===== src/rtl/acc_pkg.sv =====
// ---------------------------------------------------------------------------
// acc_pkg
// Shared definitions for the accumulator address generator and the
// 1x8 accumulator datapath.
//   - default geometry: output-map positions per pass, address width,
//     pass-count width and accumulator read+add latency
//   - partial-sum width used by module_acc_1x8
//   - sequencer FSM state type
// ---------------------------------------------------------------------------
package acc_pkg;

    localparam int DEPTH_DEF    = 114 * 114;
    localparam int ADDR_BIT_DEF = 14;
    localparam int PASS_BIT_DEF = 8;
    localparam int WR_LAT_DEF   = 2;
    localparam int PSUM_BIT     = 15;

    typedef enum logic [1:0] {
        IDLE  = 2'd0,
        RUN   = 2'd1,
        DRAIN = 2'd2,
        DONE  = 2'd3
    } acc_state_e;

endpackage


===== src/rtl/acc_delay_line.sv =====
// ---------------------------------------------------------------------------
// acc_delay_line
// Fixed-length register chain that delays a control bundle by STAGES
// clock cycles. A synchronous clear empties every stage at once, so no
// stale entry can emerge after a reset.
// Ports:
//   clk_i   in   1      clock, rising edge
//   rst_i   in   1      synchronous clear, active high
//   data_i  in   WIDTH  bundle entering the chain
//   data_o  out  WIDTH  bundle leaving the chain STAGES cycles later
// ---------------------------------------------------------------------------
module acc_delay_line #(
    parameter int WIDTH  = 1,
    parameter int STAGES = 1
) (
    input  logic             clk_i,
    input  logic             rst_i,
    input  logic [WIDTH-1:0] data_i,
    output logic [WIDTH-1:0] data_o
);

    logic [WIDTH-1:0] stage_q [STAGES];

    // Shift the bundle one stage per cycle; clear drops everything in flight.
    always_ff @(posedge clk_i) begin
        if (rst_i) begin
            for (int i = 0; i < STAGES; i++) begin
                stage_q[i] <= '0;
            end
        end else begin
            stage_q[0] <= data_i;
            for (int i = 1; i < STAGES; i++) begin
                stage_q[i] <= stage_q[i-1];
            end
        end
    end

    assign data_o = stage_q[STAGES-1];

endmodule


===== src/rtl/acc_addr_gen.sv =====
// ---------------------------------------------------------------------------
// acc_addr_gen
// Address/control sequencer for the 1x8 accumulator buffer. Walks the
// output map in raster order once per input-channel pass, issues the
// accumulator read of each position and, WR_LAT cycles later, the write
// of the same position together with its first-pass/padding/last-pass flags.
// Ports:
//   clk_i             in   1         clock, rising edge
//   rst_i             in   1         synchronous reset, active high
//   start_i           in   1         begin a layer (honoured only in IDLE)
//   num_pass_i        in   PASS_BIT  passes to accumulate, 0 means 1
//   in_valid_i        in   1         MAC array presents a vector
//   in_pad_i          in   1         presented vector is padding
//   read_en_o         out  1         accumulator read strobe
//   read_addr_o       out  ADDR_BIT  position being read
//   write_en_o        out  1         accumulator write strobe
//   write_addr_o      out  ADDR_BIT  position being written
//   prev_data_zero_o  out  1         ignore stored partial sum (first pass)
//   curr_data_zero_o  out  1         ignore incoming data (padding)
//   last_pass_o       out  1         write belongs to the final pass
//   busy_o            out  1         layer in progress (RUN or DRAIN)
//   done_o            out  1         one-cycle pulse after the last write
// ---------------------------------------------------------------------------
module acc_addr_gen
    import acc_pkg::*;
#(
    parameter int DEPTH    = DEPTH_DEF,
    parameter int ADDR_BIT = ADDR_BIT_DEF,
    parameter int PASS_BIT = PASS_BIT_DEF,
    parameter int WR_LAT   = WR_LAT_DEF
) (
    input  logic                clk_i,
    input  logic                rst_i,
    input  logic                start_i,
    input  logic [PASS_BIT-1:0] num_pass_i,
    input  logic                in_valid_i,
    input  logic                in_pad_i,
    output logic                read_en_o,
    output logic [ADDR_BIT-1:0] read_addr_o,
    output logic                write_en_o,
    output logic [ADDR_BIT-1:0] write_addr_o,
    output logic                prev_data_zero_o,
    output logic                curr_data_zero_o,
    output logic                last_pass_o,
    output logic                busy_o,
    output logic                done_o
);

    localparam int CNT_BIT    = $clog2(WR_LAT + 1);
    localparam int BUNDLE_BIT = ADDR_BIT + 4;

    acc_state_e          state_q,     state_d;
    logic [PASS_BIT-1:0] numPass_q,   numPass_d;
    logic [PASS_BIT-1:0] pass_q,      pass_d;
    logic [ADDR_BIT-1:0] pos_q,       pos_d;
    logic [CNT_BIT-1:0]  drainCnt_q,  drainCnt_d;

    logic                rdEn_q,      rdEn_d;
    logic [ADDR_BIT-1:0] rdAddr_q,    rdAddr_d;
    logic                firstPass_q, firstPass_d;
    logic                pad_q,       pad_d;
    logic                lastPass_q,  lastPass_d;

    logic                isLastPass;
    logic                posAtEnd;
    logic [BUNDLE_BIT-1:0] rdBundle;
    logic [BUNDLE_BIT-1:0] wrBundle;

    assign isLastPass = (pass_q == numPass_q - PASS_BIT'(1));
    assign posAtEnd   = (pos_q == ADDR_BIT'(DEPTH - 1));

    // Sequencer: counts positions and passes while running, then waits for
    // the pipeline to empty. DRAIN lasts WR_LAT+1 cycles because the final
    // beat still sits in the read stage when RUN is left, so DONE lands one
    // cycle after the final write.
    always_comb begin
        state_d     = state_q;
        numPass_d   = numPass_q;
        pass_d      = pass_q;
        pos_d       = pos_q;
        drainCnt_d  = drainCnt_q;
        rdEn_d      = 1'b0;
        rdAddr_d    = '0;
        firstPass_d = 1'b0;
        pad_d       = 1'b0;
        lastPass_d  = 1'b0;

        case (state_q)
            IDLE: begin
                if (start_i) begin
                    numPass_d = (num_pass_i == '0) ? PASS_BIT'(1) : num_pass_i;
                    pass_d    = '0;
                    pos_d     = '0;
                    state_d   = RUN;
                end
            end
            RUN: begin
                if (in_valid_i) begin
                    rdEn_d      = 1'b1;
                    rdAddr_d    = pos_q;
                    firstPass_d = (pass_q == '0);
                    pad_d       = in_pad_i;
                    lastPass_d  = isLastPass;
                    if (posAtEnd) begin
                        pos_d  = '0;
                        pass_d = pass_q + PASS_BIT'(1);
                        if (isLastPass) begin
                            drainCnt_d = '0;
                            state_d    = DRAIN;
                        end
                    end else begin
                        pos_d = pos_q + ADDR_BIT'(1);
                    end
                end
            end
            DRAIN: begin
                if (drainCnt_q == CNT_BIT'(WR_LAT)) begin
                    state_d = DONE;
                end else begin
                    drainCnt_d = drainCnt_q + CNT_BIT'(1);
                end
            end
            DONE: begin
                state_d = IDLE;
            end
            default: begin
                state_d = IDLE;
            end
        endcase
    end

    // Sequencer state and the registered read stage.
    always_ff @(posedge clk_i) begin
        if (rst_i) begin
            state_q     <= IDLE;
            numPass_q   <= '0;
            pass_q      <= '0;
            pos_q       <= '0;
            drainCnt_q  <= '0;
            rdEn_q      <= 1'b0;
            rdAddr_q    <= '0;
            firstPass_q <= 1'b0;
            pad_q       <= 1'b0;
            lastPass_q  <= 1'b0;
        end else begin
            state_q     <= state_d;
            numPass_q   <= numPass_d;
            pass_q      <= pass_d;
            pos_q       <= pos_d;
            drainCnt_q  <= drainCnt_d;
            rdEn_q      <= rdEn_d;
            rdAddr_q    <= rdAddr_d;
            firstPass_q <= firstPass_d;
            pad_q       <= pad_d;
            lastPass_q  <= lastPass_d;
        end
    end

    // The flags are only set alongside rdEn, so bubbles carry all-zero
    // bundles and the write-side flags stay low whenever write_en is low.
    assign rdBundle = {rdEn_q, rdAddr_q, firstPass_q, pad_q, lastPass_q};

    acc_delay_line #(
        .WIDTH  (BUNDLE_BIT),
        .STAGES (WR_LAT)
    ) u_wr_pipe (
        .clk_i  (clk_i),
        .rst_i  (rst_i),
        .data_i (rdBundle),
        .data_o (wrBundle)
    );

    assign {write_en_o, write_addr_o, prev_data_zero_o, curr_data_zero_o, last_pass_o} = wrBundle;

    assign read_en_o   = rdEn_q;
    assign read_addr_o = rdAddr_q;
    assign busy_o      = (state_q == RUN) || (state_q == DRAIN);
    assign done_o      = (state_q == DONE);

endmodule


===== config.mk =====
export PLATFORM = sky130hd
export DESIGN_NAME = acc_addr_gen
export DESIGN_NICKNAME = d
export VERILOG_FILES = /design/src/rtl/acc_pkg.sv /design/src/rtl/acc_delay_line.sv /design/src/rtl/acc_addr_gen.sv
export SDC_FILE = /design/constraint.sdc
export NUM_CORES = 1
export LEC_CHECK = 0
export BUFFER_PORTS_ARGS = -buffer_cell sky130_fd_sc_hd__clkbuf_2
export CAP_MARGIN = 25
export CORE_ASPECT_RATIO = 0.75
export CORE_MARGIN = 2
export CORE_UTILIZATION = 45
export CTS_CLUSTER_DIAMETER = 50
export DETAILED_ROUTE_END_ITERATION = 6
export GPL_TIMING_DRIVEN = 0
export PLACE_DENSITY = 0.65
export RECOVER_POWER = 50
export SLEW_MARGIN = 20
export SYNTH_ARGS = -nofsm -noshare
export SYNTH_HDL_FRONTEND = slang
export SYNTH_SLANG_ARGS = --single-unit
export TNS_END_PERCENT = 20

===== constraint.sdc =====
create_clock -name clk_i -period 2.3 [get_ports clk_i]
set_input_delay 0.46 -clock clk_i [delete_from_list [all_inputs] [get_ports clk_i]]
set_output_delay 0.46 -clock clk_i [all_outputs]
set_load 0.01 [all_outputs]

==> PnR_summary.wiki <==
{| class="wikitable"
! Metric !! Value
|-
| Number of global-route vias before repair || around 2200
|-
| Initial drt markers || 103
|-
| Combinational family with the most area after synthesis || simple AND/OR/NAND/NOR gates
|-
| Status || finished clean
|-
| Max-cap check violation count || 0
|-
| Kind of cell adding the most delay to the critical path || compound AO/OA/AOI/OAI gates
|-
| FF+latch count, synth || 88
|-
| Clock period minus final worst setup slack || 2.15 ns
|-
| 1st-pass router iterations || 4
|-
| Final clock skew || 0.0143 ns
|-
| Worst Path Max Fanout || 5
|-
| Antenna diode count || 0
|-
| Final Hold Viols || 0
|-
| RD Place Congestion || ~0.85
|-
| Residual DRC || 0
|-
| Antenna violations before repair || 0
|-
| Power Density || approximately 880 mW/mm2
|-
| Fraction of synthesized cell area taken by the top area cell type || a little over 50%
|-
| Post-Layout Cell Count || roughly 520
|-
| Clock network latency to the later pin of the worst-skew pair || about 0.35 ns
|-
| Worst Max-Slew Pin Slew || between 0.5 and 0.6 ns
|-
| Mean routed wirelength per cell || around 12 um
|-
| Hpwl dp || 4570 um
|-
| Aggregate global routing overflow || 0
|-
| Cells traversed along the worst timing path || inv_2 > ha_4 > o21ba_1 > a221oi_2 > a41oi_1 > a2111o_1 > o31ai_4 > mux2i_1
|-
| Crit path DAT || roughly 2.4 ns
|-
| Setup CP Type || reg2reg
|-
| Total of warnings raised by yosys || 0
|-
| Mux cell area share after synthesis || under 10%
|-
| Number of buffer and inverter stages on the critical path || 1
|-
| Library cell contributing the largest single delay on the critical path || a2111o_1
|-
| CTS Buf Count || 9
|-
| Peak supply drop || around 480 uV
|-
| Summed instance area of the synthesized netlist || around 0.0035 mm2
|-
| Count of nets left with antenna violations after detail routing || 0
|-
| Core area || ~0.0074 mm2
|-
| Maximum number of pins on one net before global-route repair || 17
|-
| Static leakage power || approximately 1.6 nW
|-
| Total wire length || just over 6000 um
|-
| Vias after detailed routing || between 2000 and 2500
|-
| Initial cell density of the core || 46.7%
|-
| Fmax || about 0.46 GHz
|-
| Most common cell after layout, fill and taps aside || dfxtp_1
|-
| Overall Power || 3.58 mW
|-
| Slew Viols, Final || 0
|-
| Buffer cell driving the clock tree root || clkbuf_8
|-
| Max transition margin || about three fifths
|-
| Synthesized-area fraction occupied by adder cells || 3.26%
|-
| Synth cell types || 45
|-
| Post-synthesis to final-layout area growth || 17.8%
|-
| Number of I/O port buffers || between 40 and 50
|-
| Largest cells by area after synthesis || dfxtp_1 (51%), nor2b_1 (7.4%), xor2_1 (5.1%)
|-
| Height of the chip || 79.9 um
|-
| Die area || 0.00840 mm2
|-
| Setup TNS Final || 0 ns
|-
| Global-route wire length before repair || about 10000 um
|-
| Layout Utilization || between 50% and 60%
|-
| Overall track demand over capacity in global routing || about 16%
|-
| Synthesized instance count || approximately 360
|-
| Horizontal die dimension || 105 um
|-
| Xor/xnor cell area share of the yosys netlist || between 6 and 7%
|-
| Mapped Avg Cell Area || a little under 10 um2
|-
| CTS HTree Levels || 3
|-
| Setup-violating endpoint count in the final report || 0
|-
| Synthesized netlist net count || roughly 380
|-
| Fraction of layout instances using a drive strength above 1 || a little under a fifth
|-
| CTS tree || built
|-
| CP Launch Type || flip-flop
|-
| Final period util || roughly 94%
|-
| Largest stage delay, worst path || 0.44 ns
|-
| Cells after DPL || slightly above 500
|-
| Compound-gate portion of the synthesized area || under 10%
|-
| Critical path endpoint category || flip-flop
|-
| Clk pin slew, worst setup/hold paths || approximately 0.09 ns
|-
| Ports placed on the boundary || 48
|-
| Data required, critical path || approximately 2.6 ns
|-
| Number of clock sinks || between 80 and 90
|-
| Worst hold path class || in2reg
|-
| Number of hold buffers added after cts || 0
|-
| Final Net Count || approximately 440
|-
| Simple-gate share of the synthesized area || between 20% and 30%
|-
| Floorplan row count || 27
|-
| Fraction of the yosys area taken by sequential cells || about half
|-
| Most frequent cells in the layout || dfxtp_1 (86), nor2b_1 (41), nand2_1 (37)
|-
| Synth area leader || dfxtp_1
|-
| Clock tree buffer depth || 2
|-
| Via density per instance || 4.71
|}
-- layout make-up --
type                       count  area (um2)
clock inverter                 6        77.6
buffer                        25         154
inverter                       9        33.8
sequential                    88        1760
fill                         686        3330
clock buffer                  10         138
tap                          101         126
multi-input combinational    233        1550
timing repair buffer          50         225
-- logic make-up (layout without fill, tap and decap cells) --
kind of cell	after synthesis	after routing
simple gates	161	161
flops	88	88
buf+inv	34	100
compound gates	32	32
xor+xnor	27	27
fa+ha+maj	9	9
mux	4	4
-- routing by layer --
metal	share of wire, %	GRT usage, %	wire (um)
met2	40	22.3	2510
met4	1.2	5.20	72
met3	4.9	4.82	308
met5	0	0	0
met1	54	22.2	3350
-- registers in the layout, indices dropped and copies added (netlist names) --
register and flops:
u_wr_pipe.stage_q 36, drainCnt_q 2, read_en_o 1, firstPass_q 1
lastPass_q 1, read_addr_o 14, state_q 2, pad_q 1
pass_q 8, numPass_q 8, pos_q 14
-- what timing repair did --
| action | CTS | global route |
|---|---|---|
| resized for setup | 0 | 13 |
| endpoints found under the hold margin | 0 | 0 |
| buffers inserted | 0 | 3 |
| setup endpoints to repair | 0 | 27 |
-- tightest hold or removal path: stages --
cell      delay, ns
clkbuf_2       0.09
nand2_1        0.05
a21oi_1        0.05
-- final timing paths --
check             cells past startpoint  slack (ns)                      from                  endpoint
setup / recovery                      8        0.15              numPass_q[0]             drainCnt_q[1]
hold / removal                        3        0.33             num_pass_i[1]              numPass_q[1]
setup reg to reg                      8        0.15              numPass_q[0]             drainCnt_q[1]
hold reg to reg                       1        0.44  u_wr_pipe.stage_q[0][11]  u_wr_pipe.stage_q[0][29]
-- power breakdown --
part	total (mW)	internal, mW	switching, mW
clock	1.10	0.546	0.553
combinational	0.808	0.331	0.477
sequential	1.67	1.59	0.0769
-- per-stage QoR --
| step | cell area (um2) | worst slack [ns] | hold slack, ns |
|---|---|---|---|
| floorplan | 3450 | 0.307 | 0.414 |
| global placement | 3810 | 0.114 | 0.418 |
| detailed placement | 3810 | 0.0647 | 0.422 |
| CTS | 4030 | 0.0396 | 0.317 |
| global route | 4070 | -0.0114 | 0.310 |
| finish | 4070 | 0.148 | 0.329 |
-- synthesized netlist by cell type --
cell type  count
dfxtp_1       88
o21ai_1        1
or3_1          3
o21ai_0        5
nor2b_1       41
buf_1          1
nand3b_1       2
buf_4         14
nor4b_2        1
nand3_1       12
nor4_1         3
o32a_2         1
nor4b_1        2
nand2_1       37
and2_1        16
xnor2_1        7
nor3_1         4
nand4_2        1
and4_1         1
xor2_1        20
nor2_1        24
a221oi_1       1
and3b_1        1
o21ba_1        1
inv_1          8
nor2_2         1
a211oi_1       3
o31ai_4        1
clkbuf_1       7
a21oi_1       14
or2_2          1
a2111oi_4      1
and4bb_2       1
nand4_1        5
and3_1         3
nand2b_1       1
a21o_1         1
o211a_1        1
clkinv_1       1
a2111o_1       1
mux2i_1        4
ha_1           9
buf_2          3
a41oi_1        1
nor3_4         1
(Power assumes the default switching activity.)
